[src/rtl/uart_pkg.sv]
// Shared UART types and constants: transmitter state encoding, line levels,
// divisor width and the parity helper.
package uart_pkg;

    localparam int   UART_DIV_W       = 16;
    localparam int   UART_PAR_W       = 32;
    localparam logic UART_IDLE_LEVEL  = 1'b1;
    localparam logic UART_START_LEVEL = 1'b0;

    typedef enum logic [2:0] {
        ST_IDLE   = 3'd0,
        ST_FETCH  = 3'd1,
        ST_START  = 3'd2,
        ST_DATA   = 3'd3,
        ST_PARITY = 3'd4,
        ST_STOP   = 3'd5
    } uart_tx_state_t;

    // Zero-padding the payload does not change the XOR, so one width serves all.
    function automatic logic uart_parity(input logic [UART_PAR_W-1:0] data, input logic odd);
        return (^data) ^ odd;
    endfunction

endpackage

[src/rtl/uart_tx_if.sv]
// Read-side handshake between the TX FIFO and the UART transmitter.
interface uart_tx_if #(
    parameter int DATA_BITS = 8
);
    logic                 fifo_empty;
    logic [DATA_BITS-1:0] fifo_dout;
    logic                 fifo_rd_en;

    modport master (input fifo_empty, input fifo_dout, output fifo_rd_en);
    modport slave  (output fifo_empty, output fifo_dout, input fifo_rd_en);
endinterface

[src/rtl/uart_baud_gen.sv]
// Bit-period counter: reloads with the divisor on restart and at every period
// end, and flags the last cycle of each period with bit_tick_o.
module uart_baud_gen
    import uart_pkg::*;
(
    input  logic                  clk,
    input  logic                  rst_n,
    input  logic                  load_i,
    input  logic [UART_DIV_W-1:0] div_i,
    output logic                  bit_tick_o
);
    logic [UART_DIV_W-1:0] cnt_q, cnt_d;

    // Down-count with reload
    always_comb begin
        cnt_d = cnt_q;
        if (load_i || (cnt_q == {UART_DIV_W{1'b0}})) begin
            cnt_d = div_i;
        end else begin
            cnt_d = cnt_q - {{(UART_DIV_W-1){1'b0}}, 1'b1};
        end
    end

    // Counter register
    always_ff @(posedge clk) begin
        if (!rst_n) begin
            cnt_q <= {UART_DIV_W{1'b0}};
        end else begin
            cnt_q <= cnt_d;
        end
    end

    assign bit_tick_o = (cnt_q == {UART_DIV_W{1'b0}});

endmodule

[src/rtl/uart_tx.sv]
// UART transmitter: drains the TX FIFO and sends 8N1/8N2 frames, LSB first.
// Define UART_TX_PARITY_EN to insert a parity bit between data and stop bits.
module uart_tx
    import uart_pkg::*;
#(
    parameter int DATA_BITS = 8,
    parameter int STOP_BITS = 1,
    parameter int FWFT      = 1
) (
    input  logic                  clk,
    input  logic                  rst_n,
    input  logic                  enable,
    input  logic [UART_DIV_W-1:0] baud_div,
    input  logic                  parity_odd,
    uart_tx_if.master             fifo,
    output logic                  tx,
    output logic                  busy
);
    localparam int CNT_W = (DATA_BITS > 1) ? $clog2(DATA_BITS) : 1;

    uart_tx_state_t        state_q, state_d;
    logic [DATA_BITS-1:0]  shift_q, shift_d;
    logic [UART_DIV_W-1:0] div_q, div_d;
    logic [CNT_W-1:0]      bit_cnt_q, bit_cnt_d;
    logic                  stop_cnt_q, stop_cnt_d;
    logic                  par_q, par_d;
    logic                  tx_q, tx_d;
    logic                  busy_q, busy_d;
    logic                  rd_en_s, load_s, bit_tick_s;
    logic [UART_PAR_W-1:0] data_pad_s;

    uart_baud_gen u_baud (
        .clk        (clk),
        .rst_n      (rst_n),
        .load_i     (load_s),
        .div_i      (div_d),
        .bit_tick_o (bit_tick_s)
    );

    // Zero-extend the FIFO word for the parity helper
    always_comb begin
        data_pad_s                  = {UART_PAR_W{1'b0}};
        data_pad_s[DATA_BITS-1:0]   = fifo.fifo_dout;
    end

    // Next-state and output decode
    always_comb begin
        state_d    = state_q;
        shift_d    = shift_q;
        div_d      = div_q;
        bit_cnt_d  = bit_cnt_q;
        stop_cnt_d = stop_cnt_q;
        par_d      = par_q;
        tx_d       = tx_q;
        busy_d     = busy_q;
        rd_en_s    = 1'b0;
        load_s     = 1'b0;
        case (state_q)
            ST_IDLE: begin
                tx_d = UART_IDLE_LEVEL;
                // rst_n gates the pop so a held reset never drains the FIFO
                if (rst_n && enable && !fifo.fifo_empty) begin
                    rd_en_s    = 1'b1;
                    busy_d     = 1'b1;
                    div_d      = baud_div;
                    bit_cnt_d  = {CNT_W{1'b0}};
                    stop_cnt_d = 1'b0;
                    if (FWFT != 0) begin
                        shift_d = fifo.fifo_dout;
                        par_d   = uart_parity(data_pad_s, parity_odd);
                        load_s  = 1'b1;
                        tx_d    = UART_START_LEVEL;
                        state_d = ST_START;
                    end else begin
                        par_d   = parity_odd;
                        state_d = ST_FETCH;
                    end
                end else begin
                    busy_d = 1'b0;
                end
            end
            ST_FETCH: begin
                shift_d = fifo.fifo_dout;
                par_d   = uart_parity(data_pad_s, par_q);
                load_s  = 1'b1;
                tx_d    = UART_START_LEVEL;
                state_d = ST_START;
            end
            ST_START: begin
                if (bit_tick_s) begin
                    tx_d    = shift_q[0];
                    shift_d = shift_q >> 1;
                    state_d = ST_DATA;
                end else begin
                    tx_d = UART_START_LEVEL;
                end
            end
            ST_DATA: begin
                if (bit_tick_s) begin
                    if (bit_cnt_q == CNT_W'(DATA_BITS - 1)) begin
                        bit_cnt_d = {CNT_W{1'b0}};
`ifdef UART_TX_PARITY_EN
                        tx_d      = par_q;
                        state_d   = ST_PARITY;
`else
                        tx_d      = UART_IDLE_LEVEL;
                        state_d   = ST_STOP;
`endif
                    end else begin
                        bit_cnt_d = bit_cnt_q + CNT_W'(1);
                        tx_d      = shift_q[0];
                        shift_d   = shift_q >> 1;
                    end
                end else begin
                    bit_cnt_d = bit_cnt_q;
                end
            end
            ST_PARITY: begin
                if (bit_tick_s) begin
                    tx_d    = UART_IDLE_LEVEL;
                    state_d = ST_STOP;
                end else begin
                    tx_d = par_q;
                end
            end
            ST_STOP: begin
                tx_d = UART_IDLE_LEVEL;
                if (bit_tick_s) begin
                    if (stop_cnt_q == 1'(STOP_BITS - 1)) begin
                        stop_cnt_d = 1'b0;
                        busy_d     = 1'b0;
                        state_d    = ST_IDLE;
                    end else begin
                        stop_cnt_d = 1'b1;
                    end
                end else begin
                    stop_cnt_d = stop_cnt_q;
                end
            end
            default: begin
                tx_d    = UART_IDLE_LEVEL;
                busy_d  = 1'b0;
                state_d = ST_IDLE;
            end
        endcase
    end

    // State and datapath registers
    always_ff @(posedge clk) begin
        if (!rst_n) begin
            state_q    <= ST_IDLE;
            shift_q    <= {DATA_BITS{1'b0}};
            div_q      <= {UART_DIV_W{1'b0}};
            bit_cnt_q  <= {CNT_W{1'b0}};
            stop_cnt_q <= 1'b0;
            par_q      <= 1'b0;
            tx_q       <= UART_IDLE_LEVEL;
            busy_q     <= 1'b0;
        end else begin
            state_q    <= state_d;
            shift_q    <= shift_d;
            div_q      <= div_d;
            bit_cnt_q  <= bit_cnt_d;
            stop_cnt_q <= stop_cnt_d;
            par_q      <= par_d;
            tx_q       <= tx_d;
            busy_q     <= busy_d;
        end
    end

    assign tx              = tx_q;
    assign busy            = busy_q;
    assign fifo.fifo_rd_en = rd_en_s;

endmodule

[src/flat_wrapper.sv]
// flat-port wrapper written by rule: the top's interface ports become plain ports
module uart_tx_flat import uart_pkg::*;
#(
    parameter int DATA_BITS = 8,
    parameter int STOP_BITS = 1,
    parameter int FWFT      = 1
)
  (clk, rst_n, enable, baud_div, parity_odd, tx, busy, fifo_fifo_empty, fifo_fifo_dout, fifo_fifo_rd_en);
  uart_tx_if #(.DATA_BITS(DATA_BITS)) fifo_i ();
  input  logic clk;
  input  logic rst_n;
  input  logic enable;
  input  logic [UART_DIV_W-1:0] baud_div;
  input  logic parity_odd;
  output logic tx;
  output logic busy;
  input wire logic [$bits(fifo_i.fifo_empty)-1:0] fifo_fifo_empty;
  input wire logic [$bits(fifo_i.fifo_dout)-1:0] fifo_fifo_dout;
  output wire logic [$bits(fifo_i.fifo_rd_en)-1:0] fifo_fifo_rd_en;
  assign fifo_i.fifo_empty = fifo_fifo_empty;
  assign fifo_i.fifo_dout = fifo_fifo_dout;
  assign fifo_fifo_rd_en = fifo_i.fifo_rd_en;
  uart_tx #(.DATA_BITS(DATA_BITS), .STOP_BITS(STOP_BITS), .FWFT(FWFT)) u_core (.clk(clk), .rst_n(rst_n), .enable(enable), .baud_div(baud_div), .parity_odd(parity_odd), .fifo(fifo_i), .tx(tx), .busy(busy));
endmodule
[config.mk]
export PLATFORM = sky130hd
export DESIGN_NAME = uart_tx_flat
export DESIGN_NICKNAME = d
export VERILOG_FILES = /design/src/rtl/uart_pkg.sv /design/src/rtl/uart_tx_if.sv /design/src/rtl/uart_baud_gen.sv /design/src/rtl/uart_tx.sv /design/src/flat_wrapper.sv
export SDC_FILE = /design/constraint.sdc
export NUM_CORES = 1
export LEC_CHECK = 0
export ABC_CLOCK_PERIOD_IN_PS = 6000
export CORE_MARGIN = 4
export CORE_UTILIZATION = 59
export DETAILED_ROUTE_END_ITERATION = 8
export PLACE_DENSITY = 0.81
export SLEW_MARGIN = 0
export SYNTH_ARGS = -nofsm -noshare
export SYNTH_HDL_FRONTEND = slang
export SYNTH_SLANG_ARGS = --single-unit
[constraint.sdc]
create_clock -name clk -period 6 [get_ports clk]
set_clock_uncertainty 0.05 [all_clocks]
set_input_delay 1.2 -clock clk [delete_from_list [all_inputs] [get_ports clk]]
set_output_delay 1.2 -clock clk [all_outputs]
set_load 0.05 [all_outputs]
==> flow_results.org <==
** Outcome
- Outcome :: finished clean

** Logic synthesis
- Synthesis instantiated 56 different standard cells from the library.
- The cell count after synthesis came out at 264.
- Post-synthesis register bit count :: 49
- A synthesized cell averages 9.337 um^2.
- For this run, the leading register cell type out of synthesis is sky130_fd_sc_hd__dfxtp_1.
- After synthesis the cells add up to 2465 um^2.
- FFs w/ async S/R, synth :: 0%
- Post-synth EDFFs :: 0
- Sequential element share of the synthesized area :: 39.80%
- Synth top area cells :: sky130_fd_sc_hd__dfxtp_1, sky130_fd_sc_hd__a21oi_1, sky130_fd_sc_hd__nand2_1
- Summed over its instances, the top area cell type makes up 39.80% of the synthesized netlist area.
- During synthesis, Yosys emitted a total of 0 warnings.
- Counting every net in the synthesized netlist gives 296.
- Post-synth top area cell :: sky130_fd_sc_hd__dfxtp_1

** Floorplan
- In this run the horizontal extent of the chip is 72.64 um.
- The floorplan has 23 rows.
- Starting Density :: 61.18%
- Core footprint :: 4029 um^2
- Total I/O pin count :: 32
- The die is 72.64 um tall.
- The die covers 5276 um^2.

** Layout
- Final Instance Count excl. Fillers :: 334
- In the final layout, the share of cells above drive strength 1 is 9.507%.
- Most common library cell in the layout ignoring fill and taps :: sky130_fd_sc_hd__dfxtp_1
- In the final design database the tool counted 316 nets.
- At the end of the flow the core is filled with cells to 69.41%.
- The repair_antennas step left the layout with diodes totalling 0.
- Top library cells by usage in the layout, fill and taps aside :: sky130_fd_sc_hd__dfxtp_1, sky130_fd_sc_hd__nand2_1, sky130_fd_sc_hd__clkdlybuf4s50_1, sky130_fd_sc_hd__a21oi_1
- Layout-stage area growth over the synthesis result :: 13.45%

** Worst hold path
- Classification of the worst-slack hold path :: reg -> reg

** STA
- Headroom to the max-slew limit came out at 33.24%.
- Time the final worst path needs with I/O delays and setup :: 4.763 ns
- The final-report max-slew violation count came to 0.
- Final clock period utilization by the worst path :: 79.38%
- Max Clk Rate :: 0.2100 GHz
- Hold Vio Cnt, Final :: 0
- For the pin with the worst max-slew slack, the measured transition is 1.000 ns.
- Setup total negative slack :: 0 ns
- Setup repair after global routing left no endpoint under its margin.
- Final worst slack :: 1.237 ns
- Setup violations remaining at the end of the flow were counted as 0.

** Detailed routing
- After detailed routing, the average wire length per cell comes to 14.26 um.
- The first detailed-routing pass ran for 4 iterations.
- Number of vias per cell after detailed routing :: 5.754
- After the first detailed-routing iteration, the DRC count stood at 109.
- After detailed routing, the number of remaining DRC violations is 0.
- For this block, the routed nets add up to 4.764 mm of wire.
- Post-route antenna net violation count :: 0
- The detailed router placed 1922 vias in this run.

** Clocking
- Post-CTS repair changed the size of 0 cells.
- CTS saw 49 sinks.
- Number of buffers inserted during clock tree synthesis :: 5
- Postcts setup bufs :: 0
- Number of buffers on the longest clock path :: 2
- Clock edge transition at the registers on the reported setup and hold paths :: 0.08 ns
- Root buffer cell :: sky130_fd_sc_hd__clkbuf_8
- Skew-Pair Late Insertion Delay :: 0.30 ns
- For this design, the CTS-stage hold fixing added 0 buffers.
- Clock tree from TritonCTS :: built
- CTS built an H-tree with a depth of 2.

** Worst setup path
- Among the stages of the critical path, the cell type that occurs most often is sky130_fd_sc_hd__clkdlybuf4s50_1.
- Kind of launch point of the worst setup path :: primary input
- Data on the critical path arrives at its endpoint at 3.51 ns.
- The largest individual stage delay along the critical path comes from the cell sky130_fd_sc_hd__clkdlybuf4s50_1.
- Required time of the worst setup path :: 4.75 ns
- Endpoint kind of the worst setup timing path :: output port
- Traced cell by cell, the critical path runs through clkdlybuf4s50_1 -> and3b_1 -> nand2b_4 -> clkinv_2 -> clkdlybuf4s50_1.
- Delay of the slowest cell on the worst path :: 0.87 ns
- Start-to-end type of the worst setup path :: in -> out
- Critical path peak fanout :: 20

** Placement
- Setup slack at placement :: 1.255 ns
- Dpl hpwl :: 3.250 mm
- Port-buffer cells :: 31
- The congestion estimate from routability-driven global placement came to 0.8535.
- Placed Instances :: 327

** Power
- Tot Pwr :: 0.0009196 W
- Power density cells :: 328.9 nW/um^2
- In this run the static leakage power is 1.029 nW.
- Max VDD drop :: 0.1808 mV

** Run
- The tool flagged a number of max-cap violations equal to 0.

** Global routing
- Gr usage total :: 19.55%
- Via count of the first global-routing pass :: 1811
- Wire length of the first global-routing pass :: 8.052 mm
- Remaining Overflow, GRT :: 0
- Largest net degree at the start of global routing :: 33
- The number of antenna violations at the first check in global routing was 0.
synthesized netlist by cell type (all sizes together) (4+ instances only):
cell	count
a2bb2oi	11
nor3	4
nor2	13
nand2	37
inv	6
a21oi	28
clkbuf	5
xor2	6
buf	13
nor2b	4
xnor2	13
and2	5
mux2i	10
a211oi	10
dfxtp	49
nor4	4
nand3	8
metrics by stage:
step | hold WS, ns | cell area (um^2)
after global placement | 0.4054 | 2710
after global routing | 0.4395 | 2796
after detailed placement | 0.4162 | 2710
after floorplan | 0.3891 | 2465
after CTS | 0.4281 | 2796
final | 0.4247 | 2796
state kept, by name (all words and copies together) (netlist names):
signal               cells
u_core.div_q            16
u_core.u_baud.cnt_q     16
u_core.shift_q           8
u_core.bit_cnt_q         3
u_core.state_q           3
u_core.busy              1
u_core.par_q             1
u_core.tx                1
metal layers:
metal | up-vias | global-route usage [%] | routed length [um]
met1 | 896 | 25.65 | 2266
li1 | 967 | - | -
met2 | 52 | 31.26 | 2167
met5 | - | 0 | 0
met3 | 7 | 4.545 | 255
met4 | 0 | 7.377 | 74
area by class of cell:
class / count / area, um^2
multi-input combinational: 190 / 1329
fill: 343 / 1232
sequential: 49 / 980.9
timing repair buffer: 31 / 310.3
clock buffer: 7 / 86.33
tap: 50 / 62.56
inverter: 7 / 27.53
critical path: cells and delay by family:
family / cells / cell delay (ns)
buffers and inverters: 3 / 1.85
and+or+nand+nor: 2 / 0.46
worst paths after layout:
path | cells past startpoint | startpoint | to | slack [ns]
setup reg to reg | 6 | u_core.state_q[1] | u_core.u_baud.cnt_q[8] | 3.02
hold / removal | 2 | u_core.bit_cnt_q[1] | u_core.bit_cnt_q[1] | 0.42
hold reg to reg | 2 | u_core.bit_cnt_q[1] | u_core.bit_cnt_q[1] | 0.42
setup / recovery | 5 | rst_n | fifo_fifo_rd_en | 1.24
logic make-up (layout without fill, tap and decap cells):
logic type                 after synthesis  after routing  synth area share, %
AOI/OAI and AO/OA                       67             67                21.32
xor gates and xnor gates                19             19                6.751
adders and majority gates                3              3                1.523
buffers and inverters                   25             45                6.294
DFF                                     49             49                39.80
muxes                                   11             11                4.518
and+or+nand+nor                         90             90                19.80
power by group:
group	switching [W]	internal (W)
Combinational	0.000160	0.000150
Clock	0.000100	0.0000915
Sequential	0.0000453	0.000372
Total	0.000306	0.000614
Note: power is estimated with default switching activity, not from simulation.
